==> src/rtl/sha3_msg_ctrl.sv <==
// Message sequencer for a 64-bit-word SHA3-512 core: clears the core, forwards host words one cycle
// after handshake (stalls on core buffer-full), then captures the digest or flags a timeout.
module sha3_msg_ctrl #(
  parameter int DATA_W   = 64,
  parameter int DIGEST_W = 512,
  parameter int CNT_W    = 16,
  parameter int TIMEOUT  = 4096
) (
  input  logic                ICLK,
  input  logic                IRST,
  input  logic                ISTART,
  input  logic [DATA_W-1:0]   IWDATA,
  input  logic                IWVALID,
  input  logic                IWLAST,
  input  logic [2:0]          IWBYTES,
  output logic                OWREADY,
  output logic                OBUSY,
  output logic                ODONE,
  output logic                OERR,
  output logic [DIGEST_W-1:0] ODIGEST,
  output logic [CNT_W-1:0]    OWORD_CNT,
  output logic                OK_RST,
  output logic [DATA_W-1:0]   OK_DATA,
  output logic                OK_READY,
  output logic                OK_LAST,
  output logic [2:0]          OK_BYTE_NUM,
  input  logic                IK_BUFFER_FULL,
  input  logic [DIGEST_W-1:0] IK_DATA,
  input  logic                IK_READY
);

  localparam int TMO_W = $clog2(TIMEOUT + 1);

  typedef enum logic [1:0] {IDLE, CLR, ABSORB, WAIT} state_t;

  state_t           state, state_nxt;
  logic [TMO_W-1:0] tmo_cnt;
  logic             xfer;
  logic             tmo_hit;

  assign xfer    = (state == ABSORB) && IWVALID && !IK_BUFFER_FULL;
  assign tmo_hit = (tmo_cnt == TMO_W'(TIMEOUT - 1));

  always_ff @(posedge ICLK) begin
    if (!IRST) state <= IDLE;
    else       state <= state_nxt;
  end

  always_comb begin
    state_nxt = state;
    OWREADY   = 1'b0;
    OK_RST    = 1'b0;
    OBUSY     = (state != IDLE);
    case (state)
      IDLE:   if (ISTART) state_nxt = CLR;
      CLR: begin
        OK_RST    = 1'b1;
        state_nxt = ABSORB;
      end
      ABSORB: begin
        OWREADY = !IK_BUFFER_FULL;
        if (xfer && IWLAST) state_nxt = WAIT;
      end
      WAIT:   if (IK_READY || tmo_hit) state_nxt = IDLE;
      default: state_nxt = IDLE;
    endcase
  end

  always_ff @(posedge ICLK) begin
    if (!IRST) begin
      ODONE       <= 1'b0;
      OERR        <= 1'b0;
      ODIGEST     <= '0;
      OWORD_CNT   <= '0;
      OK_DATA     <= '0;
      OK_READY    <= 1'b0;
      OK_LAST     <= 1'b0;
      OK_BYTE_NUM <= 3'd0;
      tmo_cnt     <= '0;
    end else begin
      OK_READY <= xfer;
      if (xfer) begin
        OK_DATA     <= IWDATA;
        OK_LAST     <= IWLAST;
        OK_BYTE_NUM <= IWLAST ? IWBYTES : 3'd0;
        if (OWORD_CNT != {CNT_W{1'b1}}) OWORD_CNT <= OWORD_CNT + CNT_W'(1);
      end
      if ((state == IDLE) && ISTART) begin
        ODONE     <= 1'b0;
        OERR      <= 1'b0;
        OWORD_CNT <= '0;
      end
      // Digest-ready is checked before expiry so a same-cycle arrival still completes cleanly.
      if (state == WAIT) begin
        if (IK_READY) begin
          ODIGEST <= IK_DATA;
          ODONE   <= 1'b1;
        end else if (tmo_hit) begin
          OERR <= 1'b1;
        end else begin
          tmo_cnt <= tmo_cnt + TMO_W'(1);
        end
      end else begin
        tmo_cnt <= '0;
      end
    end
  end

endmodule

==> config.mk <==
export PLATFORM = sky130hd
export DESIGN_NAME = sha3_msg_ctrl
export DESIGN_NICKNAME = d
export VERILOG_FILES = /design/src/rtl/sha3_msg_ctrl.sv
export SDC_FILE = /design/constraint.sdc
export NUM_CORES = 1
export LEC_CHECK = 0
export ABC_AREA = 1
export ABC_CLOCK_PERIOD_IN_PS = 1900
export CAP_MARGIN = 20
export CORE_AREA = 2 2 469 471
export DETAILED_ROUTE_END_ITERATION = 6
export DIE_AREA = 0 0 471 473
export SYNTH_ARGS = -nofsm -noshare
export SYNTH_HDL_FRONTEND = slang
export SYNTH_SLANG_ARGS = --single-unit
==> constraint.sdc <==
create_clock -name ICLK -period 1.9 [get_ports ICLK]
set_clock_uncertainty 0.15 [all_clocks]
set_input_delay 0.38 -clock ICLK [delete_from_list [all_inputs] [get_ports ICLK]]
set_output_delay 0.38 -clock ICLK [all_outputs]
set_load 0.01 [all_outputs]
==> summary.txt, run 1 <==
Clocking
  • Max clock buf depth: 3
  • Sink Count: 614
  • Root buffer cell: clkbuf_16
  • Inserted Clock Buffers: 79
  • Worst skew pair latency: roughly 0.72 ns
  • Reg clk slew, reported paths: about 0.06 ns
  • CTS tree: done
  • H-tree Lvls: 3

Run
  • Max Cap Viol: 0

Run status
  • Failing checks: setup timing
  • Status: finished with violations

Cells and area
  • Commonest cells after routing, fill and taps aside: nor2_1 (1038), clkdlybuf4s50_1 (584), dfxtp_1 (555)
  • Fill cell count: roughly 24000
  • Most common cell after layout, fill and taps aside: nor2_1
  • Area Overhead vs Synth: 93.9%
  • Finished Cell Area: about 42000 um2
  • Post-Route Utilization: between 10% and 20%
  • Nets: 4670
  • Share of cells above drive strength 1: 30.1%

Floorplanning
  • Chip width: approximately 470 um
  • Die Y: roughly 470 um
  • I/O pins: 1188
  • Site Rows: about 170
  • Core box area: 218000 um2
  • Die area: 223000 um2
  • Initial core utilization: between 9 and 10%

Worst setup path
  • Worst path max stage delay: roughly 1.0 ns
  • Delay-heaviest family, CP: buffers and inverters
  • End of the worst register-to-register path: ODIGEST[256]$_SDFFE_PN0P_
  • Arr. time, crit path: between 2 and 3 ns
  • CP max stage cell: clkdlybuf4s50_1
  • Crit end category: register
  • Crit path required time: 2.34 ns
  • Critical path depth: 9
  • R2R depth: 11
  • CP cell instances: clkdlybuf4s50_1 > nand2_8 > buf_16 > buf_12 > buf_8 > buf_6 > clkbuf_16 > o21ai_4 > nor2_1
  • RR Startpoint: state[1]$_SDFFE_PN0P_
  • End of the critical path: ODIGEST[256]$_SDFFE_PN0P_
  • Crit path buffers/inverters: 6
  • Reg2Reg Setup Slack: -0.21 ns
  • Crit path from: IK_READY
  • Critical Path Start Type: primary input
  • Crit Path Class: primary input to register
  • Crit path max fanout: 6

STA
  • Tmin final: 2.15 ns
  • Period Utilization, post-route: 113%
  • Worst Tran Pin Value: 0.868 ns
  • Fin. max-slew vios: 0
  • RSZ-0062 raised after global routing: yes
  • Worst slew margin relative to its limit: a little over two fifths
  • Final worst-path setup slack: -0.247 ns
  • Achievable frequency: ~470 MHz
  • Final Hold Viols: 0
  • Final setup vio count: 443

Logic synthesis
  • Yosys top cell area share: between 50% and 60%
  • Synth area leader: dfxtp_1
  • FF+latch count, synth: roughly 610
  • Mean post-synth cell area: 7.73 um2
  • Register area share after synthesis: a little under three fifths
  • Top area cells in the synthesized netlist: dfxtp_1 (57%), nor2_1 (21%), o21ai_0 (13%), clkbuf_1 (2.4%), nand2_1 (1.8%)
  • Synthesized net count: between 3000 and 4000
  • Cell area after synthesis: approximately 22000 um2
  • Yosys warns: 0
  • Synth cell types: 30
  • Post-Synthesis Cells: ~2800

Pwr
  • Pleak: between 15 and 20 nW
  • Cell area power density: 1030 nW/um2
  • Peak VDD IR: 0.000703 V

Detailed routing
  • Pre-antenna DRT Iters: 6
  • DRT iter0 DRCs: approximately 1900
  • Routed Antenna Nets: 0
  • Residual DRC: 0
  • DR vias: ~26000
  • WL/cell: just under 30 um
  • Vias/cell: approximately 3.6
  • Final WL: 209000 um

Hold path
  • Worst Hold Class: primary input to register

Global route
  • Largest net degree at the start of global routing: 101
  • Total grt overflow: 0
  • Vias in the first global route: 24162
  • Total track usage: between 15 and 20%
  • Initial antenna violation count: approximately 140
  • First-pass GRT wire length: between 200000 and 250000 um

Placed design
  • Setup WS pre-CTS: -0.460 ns
  • # port buffers: around 1200
  • Final HPWL DP: 172000 um
  • Final GP Congestion: 0.893
  • Placed Area: 37200 um2
-- registers in the layout, summed over array words and instances (netlist names) --
signal	count
ODIGEST	512
OK_DATA	64
OWORD_CNT	16
tmo_cnt	13
OK_BYTE_NUM	3
state	2
ODONE	1
OERR	1
OK_LAST	1
OK_READY	1
-- worst min-delay path: cells and delay by family --
kind	cells	cell delay (ns)
buffers and inverters	1	0.40
and+or+nand+nor	2	0.15
-- stage by stage --
step | cells | TNS, ns | power [mW] | hold slack [ns]
floorplan | 2802 | 0 | 18.6 | 0.296
global placement | 6787 | -109.13 | 26.1 | 0.305
detailed placement | 6787 | -121.49 | 26.2 | 0.308
CTS | 6944 | -0.876 | 42.4 | 0.00775
global route | 7032 | -50.61 | 45.4 | 0.0557
finish | 7046 | -32.48 | 43.3 | 0.0929
-- synthesized netlist by cell type, drive strengths merged --
cell / instances
a21oi: 31
a41oi: 1
buf: 58
clkbuf: 136
dfxtp: 614
ha: 7
inv: 27
nand2: 111
nand3: 13
nand3b: 2
nand4: 7
nor2: 1193
nor3: 3
nor3b: 1
o21ai: 585
o31ai: 1
xnor2: 7
xor2: 5
-- report_power, final --
group          leakage (nW)  switching (mW)  total [mW]  internal, mW
clock network          1.33            6.84        16.3          9.44
logic                  9.97            6.78        11.7          4.97
registers              5.00           0.960        15.3          14.3
-- layer usage --
layer,global-route usage [%],up-vias,wire length [um]
met5,0,-,171
met1,16.0,11917,70100
met3,17.3,396,44700
met4,6.07,28,7120
li1,-,11617,-
met2,24.7,1617,86800
-- worst min path at each step --
| stage | slack, ns | start | to | cells after the start |
|---|---|---|---|---|
| floorplan | 0.30 | tmo_cnt[10]$_SDFFE_PN0P_ | tmo_cnt[10]$_SDFFE_PN0P_ | 2 |
| global placement | 0.31 | OK_BYTE_NUM[0]$_SDFFE_PN0P_ | OK_BYTE_NUM[0]$_SDFFE_PN0P_ | 2 |
| detailed placement | 0.31 | OK_BYTE_NUM[0]$_SDFFE_PN0P_ | OK_BYTE_NUM[0]$_SDFFE_PN0P_ | 2 |
| CTS | 0.008 | IWDATA[14] | OK_DATA[14]$_SDFFE_PN0P_ | 3 |
| global route | 0.06 | IWDATA[14] | OK_DATA[14]$_SDFFE_PN0P_ | 3 |
| finish | 0.09 | IWDATA[14] | OK_DATA[14]$_SDFFE_PN0P_ | 3 |
-- cell families (layout without fill, tap and decap cells) --
group	Yosys count	in the layout	share of synthesized area [%]
and+or+nand+nor	1330	1333	23.6
AOI/OAI and AO/OA	618	618	14.5
DFF	614	614	56.8
buffers and inverters	221	1557	4.26
xor gates and xnor gates	12	12	0.485
adders and majority gates	7	7	0.404
other	0	34	0
-- area by class of cell --
class                           instances  area, um2  share of cell area (%)
Timing Repair Buffer                 1383      13300                    31.7
Sequential cell                       614      12400                    29.6
Multi-Input combinational cell       1970       9630                    22.9
Tap cell                             2871       3590                    8.55
Clock buffer                           97       2150                    5.13
Clock inverter                         48        628                    1.50
Inverter                               27        149                   0.355
Antenna cell                           34       85.1                   0.203
Timing Repair inverter                  2       31.3                  0.0745
-- what timing repair did --
item	4_1_cts	5_1_grt
endpoints found under the setup margin	503	121
cloned	0	49
buffers inserted	14	27
hold buffers	1	0
gates resized for setup	1911	526
pin swaps	3	17
hold endpoints to repair	44	0
(Power assumes the default switching activity.)
==> run 2, diff against run 1 <==
CELL_PAD_IN_SITES_DETAIL_PLACEMENT = 1   (was unset)
CELL_PAD_IN_SITES_GLOBAL_PLACEMENT = 1   (was unset)
CORE_AREA = 2 2 458 460   (was 2 2 469 471)
DIE_AREA = 0 0 460 462   (was 0 0 471 473)
PLACE_DENSITY_LB_ADDON = 0.1   (was unset)
==> run 2 against run 1 <==
The flow still finishes with violations (setup timing); clock-buffer cell count rose by 52; sequential share of layout area grew 0.53 points; fmax up 5.9%; critical endpoint is now OK_RST.
==> summary.txt, run 2 (synthesis gave the netlist of run 1 again) <==
Run status
  • Status: finished with violations
  • Failing checks: setup timing

Detailed routing
  • Residual DRC: 0 (unchanged)
  • Final WL: 171000 um (-18%)
  • DR vias: 24394 (-4.6%)
  • Routed Antenna Nets: 0 (unchanged)
  • WL/cell: 24.5 um (-17%)
  • Pre-antenna DRT Iters: 4 (-2)
  • DRT iter0 DRCs: 860 (-55%)
  • Routed length on met2: 78900 um (-9.1%)
  • Vias/cell: 3.50 (-3.5%)
  • Met3 WL: 16700 um (-63%)
  • Max Used Layer: met5
  • DRT met1 WL: 71500 um (+2.1%)

Placed design
  • Final HPWL DP: 132000 um (-23%)
  • # port buffers: 1187 (unchanged)
  • Setup WS pre-CTS: -0.495 ns (-0.0349 ns)
  • Final GP Congestion: 0.782 (-13%)
  • Placed insts: 6721 (-0.97%)

Hold path
  • WHS Path Cells: 3 (unchanged)
  • Worst Hold Class: primary input to register
  • Hold path endpoint: ODIGEST[384]$_SDFFE_PN0P_
  • Hold_sp: IK_DATA[384]

Floorplanning
  • Core box area: 208000 um2 (-4.6%)
  • I/O pins: 1188 (unchanged)
  • Site Rows: 168 (-2.3%)
  • Die Y: 462 um (-2.3%)
  • Initial core utilization: 10.4% (+0.48 points)
  • Die area: 213000 um2 (-4.6%)
  • Chip width: 460 um (-2.3%)

Cells and area
  • Max reg flops: 512 (unchanged)
  • Post-Route Utilization: 19.9% (+0.60 points)
  • Biggest regs: ODIGEST x512, OK_DATA x64, OWORD_CNT x16
  • Most common cell after layout, fill and taps aside: nor2_1
  • Nets: 4753 (+1.8%)
  • Share of cells above drive strength 1: 29.3% (-0.76 points)
  • Area Overhead vs Synth: 90.7%
  • Commonest cells after routing, fill and taps aside: nor2_1 (1090), clkdlybuf4s50_1 (584), dfxtp_1 (545)
  • Fill cell count: 24473 (+1.0%)
  • Layout Cells excl Fill: 6962 (-1.2%)
  • Most flops, register: ODIGEST

STA
  • Fin. max-slew vios: 0 (unchanged)
  • Final setup vio count: 259 (-42%)
  • Tmin final: 2.03 ns (-0.120 ns)
  • Worst Tran Pin Value: 0.554 ns (-0.314 ns)
  • Worst slew margin relative to its limit: 63.0% (+21 points)
  • Worst Hold Margin: 0.125 ns (+0.0320 ns)
  • RSZ-0062 raised after global routing: yes
  • Achievable frequency: 493 MHz (+5.9%)
  • Final Hold Viols: 0 (unchanged)
  • Period Utilization, post-route: 107% (-6.3 points)
  • Final worst-path setup slack: -0.127 ns (+0.120 ns)

Worst setup path
  • Worst path max stage delay: 0.37 ns (-0.67 ns)
  • R2R depth: 10 (-1)
  • RR Startpoint: state[1]$_SDFFE_PN0P_
  • Crit path required time: 1.37 ns (-0.97 ns)
  • End of the worst register-to-register path: ODIGEST[245]$_SDFFE_PN0P_
  • Crit path max fanout: 3 (-3)
  • Crit Path Class: register to output pin
  • Crit end category: output pin
  • Crit path buffers/inverters: 3 (-3)
  • CP max stage cell: dfxtp_4
  • Critical path depth: 4 (-5)
  • Critical Path Start Type: register
  • Arr. time, crit path: 1.50 ns (-1.09 ns)
  • CP cell instances: inv_2 > buf_6 > ha_4 > buf_6
  • Crit path from: state[1]$_SDFFE_PN0P_
  • Delay-heaviest family, CP: flip-flops
  • Reg2Reg Setup Slack: -0.11 ns (+0.10 ns)
  • Most used cell, CP: buf_6

Pwr
  • Peak VDD IR: 0.000622 V (-12%)
  • Cell area power density: 1030 nW/um2 (-0.51%)
  • Total power: 42.4 mW (-2.1%)
  • Pleak: 16.8 nW (+2.9%)

Global route
  • Total track usage: 15.1% (-1.9 points)
  • Vias in the first global route: 24597 (+1.8%)
  • Largest net degree at the start of global routing: 57 (-44%)
  • Initial antenna violation count: 82 (-42%)
  • Total grt overflow: 0 (unchanged)
  • First-pass GRT wire length: 221000 um (-10%)

Clocking
  • Max clock buf depth: 3 (unchanged)
  • Worst skew pair latency: 0.70 ns (-0.02 ns)
  • Reg clk slew, reported paths: 0.06 ns (about the same)
  • H-tree Lvls: 3 (unchanged)
  • Root buffer cell: clkbuf_16
  • Inserted Clock Buffers: 91 (+15%)
  • Sink Count: 614 (unchanged)
  • CTS tree: done

Run
  • Max Cap Viol: 0 (unchanged)
[run 2: cell count changes in the layout (fill, tap and decap cells not counted), sizes merged, moves of 4 or more]
cell           delta
clkinv            -6
bufbuf            +4
inv              -11
diode            -23
clkbuf           +29
buf             +160
clkdlybuf4s15    -56
bufinv            -7
dlygate4sd2      -11
clkinvlp         -11
[run 2: how the worst max path moves through the flow]
stage	to	slack, ns
floorplan	OWORD_CNT[10]$_SDFFE_PP0P_	0.22
global placement	ODIGEST[128]$_SDFFE_PN0P_	-0.51
detailed placement	ODIGEST[128]$_SDFFE_PN0P_	-0.49
CTS	OWREADY	-0.24
global route	OWREADY	-0.24
finish	OK_RST	-0.13
[run 2: worst min-delay path, stage by stage]
cell and delay, ns:
clkdlybuf4s50_1 0.39, o21ai_1 0.13, nor2_1 0.04
[run 2: what timing repair did]
action / in CTS / in global routing
endpoints found under the hold margin: 16 / 0
pin swaps: 2 / 4
hold buffers: 3 / 0
setup buffers: 29 / 8
endpoints found under the setup margin: 664 / 595
cloned: 14 / 26
gates resized for setup: 2714 / 230
[run 2: area by class of cell]
type / count / area [um2] / share of cell area [%]
inverter: 27 / 116 / 0.282
antenna: 11 / 27.5 / 0.0666
timing repair buffer: 1459 / 13400 / 32.5
tap: 2720 / 3400 / 8.24
clock buffer: 149 / 2780 / 6.72
multi-input combinational: 1967 / 8940 / 21.6
clock inverter: 15 / 180 / 0.436
sequential: 614 / 12400 / 30.1
[run 2: per-layer routing]
| metal | vias up | track usage, % |
|---|---|---|
| met3 | 251 | 6.73 |
| met2 | 893 | 24.8 |
| li1 | 11793 | - |
| met5 | - | 0 |
| met1 | 11421 | 17.8 |
| met4 | 36 | 3.50 |
[run 2: stage by stage]
| step | setup TNS, ns | cell area (um2) |
|---|---|---|
| 5_1_grt | -62.53 | 41300 |
| 3_3_place_gp | -150.48 | 38400 |
| 3_5_place_dp | -162.89 | 38400 |
| 2_1_floorplan | 0 | 21700 |
| 4_1_cts | -37.35 | 40100 |
| 6_report | -11.51 | 41300 |
[run 2: power by group]
group / total, mW / switching, mW / leakage (nW) / internal (mW)
Clock: 17.2 / 7.02 / 1.45 / 10.2
Sequential: 15.2 / 0.872 / 5.01 / 14.3
Combinational: 9.97 / 5.29 / 10.3 / 4.68
Total: 42.4 / 13.2 / 16.8 / 29.2
==> run 3, diff against run 2 <==
GPL_ROUTABILITY_DRIVEN = 0   (was unset)
==> results of run 3 <==
Same layout as run 2: the final DEF is identical, and so are final timing and power.
